### config.mk
export PLATFORM = sky130hd
export DESIGN_NAME = pipe_stage_hs
export DESIGN_NICKNAME = d
export VERILOG_FILES = /design/src/rtl/pipe_stage_hs.sv
export SDC_FILE = /design/constraint.sdc
export NUM_CORES = 1
export LEC_CHECK = 0
export BUFFER_PORTS_ARGS = -buffer_cell sky130_fd_sc_hd__buf_4
export CORE_ASPECT_RATIO = 1.75
export CORE_MARGIN = 2
export CORE_UTILIZATION = 44
export CTS_BUF_LIST = sky130_fd_sc_hd__clkbuf_16
export DETAILED_ROUTE_END_ITERATION = 8
export PLACE_DENSITY = 0.88
export SYNTH_ARGS = -nofsm -noshare
export SYNTH_HDL_FRONTEND = slang
export SYNTH_SLANG_ARGS = --single-unit
export TNS_END_PERCENT = 20
### constraint.sdc
create_clock -name clk -period 1.3 [get_ports clk]
set_clock_uncertainty 0.05 [all_clocks]
set_input_delay 0.065 -clock clk [delete_from_list [all_inputs] [get_ports clk]]
set_output_delay 0.065 -clock clk [all_outputs]
set_load 0.1 [all_outputs]
### src/rtl/pipe_stage_hs.sv
// pipe_stage_hs: elastic pipeline stage register with a valid/ready handshake.
// Sits between CPU pipeline stages and carries a WIDTH-bit payload. It never
// drops or duplicates a payload under backpressure. A synchronous flush kills
// everything the stage holds.
//
// Build option: define PIPE_SKID_EN to add a second (skid) entry. With the
// skid entry, in_ready comes straight from a flop and has no combinational
// path from out_ready. Without it, the stage is a single register and
// in_ready = !main_valid | out_ready.
//
// Occupancy is encoded by the valid bits:
//   EMPTY : main invalid
//   ONE   : main valid, skid empty
//   TWO   : main and skid valid (PIPE_SKID_EN only)
//
// When main is invalid it holds either RESET_VALUE or the last popped
// payload. Consumers must always qualify out_data with out_valid.

module pipe_stage_hs #(
    parameter int unsigned      WIDTH       = 32,
    parameter logic [WIDTH-1:0] RESET_VALUE = {WIDTH{1'b0}}
) (
    input  logic             clk,
    input  logic             rst,
    input  logic             flush,
    input  logic             in_valid,
    output logic             in_ready,
    input  logic [WIDTH-1:0] in_data,
    output logic             out_valid,
    input  logic             out_ready,
    output logic [WIDTH-1:0] out_data,
    output logic [1:0]       count
);

    logic             main_valid_q;
    logic             main_valid_d;
    logic [WIDTH-1:0] main_data_q;
    logic [WIDTH-1:0] main_data_d;

    logic accept;
    logic pop;

    assign accept = in_valid & in_ready;
    assign pop    = main_valid_q & out_ready;

    assign out_valid = main_valid_q;
    assign out_data  = main_data_q;

`ifdef PIPE_SKID_EN

    logic             skid_valid_q;
    logic             skid_valid_d;
    logic [WIDTH-1:0] skid_data_q;
    logic [WIDTH-1:0] skid_data_d;

    // in_ready is a pure flop output, so out_ready never reaches it combinationally
    assign in_ready = !skid_valid_q;
    assign count    = {1'b0, main_valid_q} + {1'b0, skid_valid_q};

    // Next-state for main and skid entries; flush wins over any handshake
    always_comb begin
        main_valid_d = main_valid_q;
        main_data_d  = main_data_q;
        skid_valid_d = skid_valid_q;
        skid_data_d  = skid_data_q;

        if (flush) begin
            // A pop this cycle is still consumed downstream; an accept is dropped
            main_valid_d = 1'b0;
            main_data_d  = RESET_VALUE;
            skid_valid_d = 1'b0;
            skid_data_d  = RESET_VALUE;
        end else begin
            case ({main_valid_q, skid_valid_q})
                2'b00: begin
                    // EMPTY: an incoming payload goes straight to main
                    if (accept) begin
                        main_valid_d = 1'b1;
                        main_data_d  = in_data;
                    end
                end
                2'b10: begin
                    // ONE: replace on pop+accept, park in skid on accept only
                    if (accept && pop) begin
                        main_data_d = in_data;
                    end else if (accept) begin
                        skid_valid_d = 1'b1;
                        skid_data_d  = in_data;
                    end else if (pop) begin
                        main_valid_d = 1'b0;
                    end
                end
                2'b11: begin
                    // TWO: in_ready is low, so only a pop can happen; skid moves up
                    if (pop) begin
                        main_data_d  = skid_data_q;
                        skid_valid_d = 1'b0;
                    end
                end
                default: begin
                    // Skid valid with main invalid never arises; drop the stray entry
                    skid_valid_d = 1'b0;
                end
            endcase
        end
    end

    // State registers; reset clears both entries and reloads RESET_VALUE
    always_ff @(posedge clk) begin
        if (rst) begin
            main_valid_q <= 1'b0;
            main_data_q  <= RESET_VALUE;
            skid_valid_q <= 1'b0;
            skid_data_q  <= RESET_VALUE;
        end else begin
            main_valid_q <= main_valid_d;
            main_data_q  <= main_data_d;
            skid_valid_q <= skid_valid_d;
            skid_data_q  <= skid_data_d;
        end
    end

`else

    // A full stage can still accept if its payload leaves in the same cycle
    assign in_ready = !main_valid_q | out_ready;
    assign count    = {1'b0, main_valid_q};

    // Next-state for the single main entry; flush wins over any handshake
    always_comb begin
        main_valid_d = main_valid_q;
        main_data_d  = main_data_q;

        if (flush) begin
            main_valid_d = 1'b0;
            main_data_d  = RESET_VALUE;
        end else if (accept) begin
            // Covers both EMPTY + accept and ONE + accept + pop
            main_valid_d = 1'b1;
            main_data_d  = in_data;
        end else if (pop) begin
            // Data is left as the popped payload
            main_valid_d = 1'b0;
        end
    end

    // State register; reset clears the entry and reloads RESET_VALUE
    always_ff @(posedge clk) begin
        if (rst) begin
            main_valid_q <= 1'b0;
            main_data_q  <= RESET_VALUE;
        end else begin
            main_valid_q <= main_valid_d;
            main_data_q  <= main_data_d;
        end
    end

`endif

endmodule

==> impl_metrics.toml <==
[status]
run_status = "finished with violations"
failed_checks = "negative hold slack"

[cells_and_area]
number_of_cells_in_the_finished_layout_apart_from_fillers = 286
share_of_final_layout_standard_cells_stronger_than_drive_strength_1 = 0.477
areaGrowthSynthToFinish_pct = 65.6
regArea_um2 = 673
nFillCells = 233
fin_util = 0.745
antenna_cells = 0
multi_input_comb_area_um2 = 612
final_net_count = 279

[logic_synthesis]
synth.yosys.seq_area_share = 0.472
synth_area_per_cell_um2 = 9.02
synthTopCellsByArea = "dfxtp_1 (47%), o21ai_2 (14%), nand4_1 (14%)"
netlist-cell-type-count = 16
synth_common_cells = "dfxtp_1 (33), nand2_1 (32), nand4_1 (32)"
yosysMostFrequentCell = "dfxtp_1"
synth_nets = 192
synthArstFlopShare = 0
synth.top_cell.area_share = 0.472
synth.largest_area_cell = "dfxtp_1"
syn_area_um2 = 1400
synth_flop_cell = "dfxtp_1"
count_of_mapped_cells_out_of_synthesis = 155
synth_enable_flop_cells = 0
ys_seq_elements = 33
ys.warnings.count = 0

[clocking]
cts_buffer_depth = 2
numClockSinks = 33
numCtsBuffers = 5
clock_tree_from_tritoncts = "done"
clock_transition_at_the_register_clock_pins_on_the_worst_setup_and_hold_paths_after_cts_ns = 0.05
cts_resized = 0
cts.htree.levels = 2
clock_tree.root_cell = "clkbuf_16"
cts_setup_buffers = 0
ctsHoldBuffers = 24
clock_insertion_delay_worst_skew_ns = 0.27

[sta]
layout_worst_path_cycle_share = 0.939
timing_max_transition_violations_final = 0
finalCriticalPeriod_ns = 1.22
setup_violations = 0
timing.final.hold_violations = 2
setup_ws_ns = 0.0791
setup_repair_after_global_routing_missed_its_margin = "false"
hold_slack_ns = -0.00608
clock.fmax_mhz = 819

[grt]
grt-ovfl-total = 0
grt_pass1_vias = 1332
grt_max_degree = 66
global_route.usage.total = 0.223
antenna_violations_before_repair = 0
grt_first_pass_wirelength_um = 5900

[power]
power.ir.vdd_worst_uv = 1080
total_leakage_power_nw = 0.984
power_after_layout_mw = 2.80
p_per_area_nw_per_um2 = 1210

[drt]
wirelength_routed_um = 3740
antenna_left = 0
route.detailed.vias_per_inst = 5.02
wire_per_inst_um = 13.1
via_count = 1436
first_pass_iters = 5
drc_markers = 0
detail_route.iter0.violations = 30

[worst_setup_path]
endpoint_kind = "primary output"
arrival_ns = 1.11
rr_startpoint = "out_valid"
worst-path-max-fanout = 15
required_ns = 1.19
setup_cp_type = "flip-flop to primary output"
worst_setup_path_startpoint = "out_valid"
setup.worst_path.start_class = "flip-flop"

[placement]
post-dp-hpwl_um = 2340
dpl.cell_count = 254
routabilityCongestion = 0.805
port_buffers = 71
pre_cts_ws_ns = 0.136

[die]
rows = 27
core-area_um2 = 3110
die_width_um = 46.6
die-height_um = 78.6
ios = 73
floorplan.initialDensity = 0.450
area_of_the_die_um2 = 3660

[hold_path]
worst_hold_startpoint = "in_data[17]"
worstHoldPathType = "primary input to flip-flop"

[run]
timing.max_cap.violations = 0
-- path summary, 6_finish.rpt --
check | to | slack, ns | cells past startpoint
worst max-delay path | in_ready | 0.08 | 2
worst min-delay path | out_data[17] | -0.006 | 3
worst max register to register | out_data[1] | 0.14 | 4
worst min register to register | out_data[4] | 0.40 | 2
-- area by class of cell --
type | instances | share of cell area
Timing Repair Buffer | 100 | 0.361
Sequential cell | 33 | 0.291
Clock inverter | 3 | 0.00540
Tap cell | 43 | 0.0232
Clock buffer | 5 | 0.0540
Multi-Input combinational cell | 101 | 0.264
Inverter | 1 | 0.00162
-- layer usage --
layer,vias to the layer above,part of all wire,GRT usage
li1,718,-,-
met1,654,0.36,0.245
met2,52,0.55,0.374
met3,12,0.049,0.0368
met4,0,0.035,0.136
met5,-,0,0
-- state kept, by name, indices dropped and copies added, names as in the netlist --
| name | count |
|---|---|
| out_data | 32 |
| out_valid | 1 |
-- stage by stage --
step                      cell area, um^2  TNS [ns]
after global placement               1940         0
after floorplan                      1420    -0.222
final                                2320         0
after detailed placement             1940         0
after CTS                            2320         0
after global routing                 2320         0
-- where the power goes --
part	leakage, nW	internal [mW]	switching (mW)
Combinational	0.643	0.211	0.425
Sequential	0.273	1.05	0.0192
Clock	0.0687	0.690	0.402
Total	0.984	1.95	0.846
-- kinds of logic after synthesis --
logic type	Yosys count	share of synthesized area
and+or+nand+nor	67	0.248
AOI/OAI and AO/OA	33	0.182
other	1	0.00268
DFF	33	0.472
buffers and inverters	21	0.0957
-- layout by cell type, fill, tap and decap left out --
cell type,n
o21ai_1,7
conb_1,1
dfxtp_1,25
dfxtp_2,7
clkinv_1,2
o21ai_0,2
o21ai_2,23
clkbuf_16,5
and2_4,1
dfxtp_4,1
nor2_4,1
dlygate4sd3_1,24
buf_12,2
inv_1,1
nand2b_4,1
buf_4,74
nand2_1,32
a21boi_0,1
nand4_1,32
clkinv_2,1
-- critical path, stage by stage, from the launching register on --
cell and delay (ns):
dfxtp_4 0.35, nand2b_4 0.16, buf_4 0.32
(Power assumes the default switching activity.)
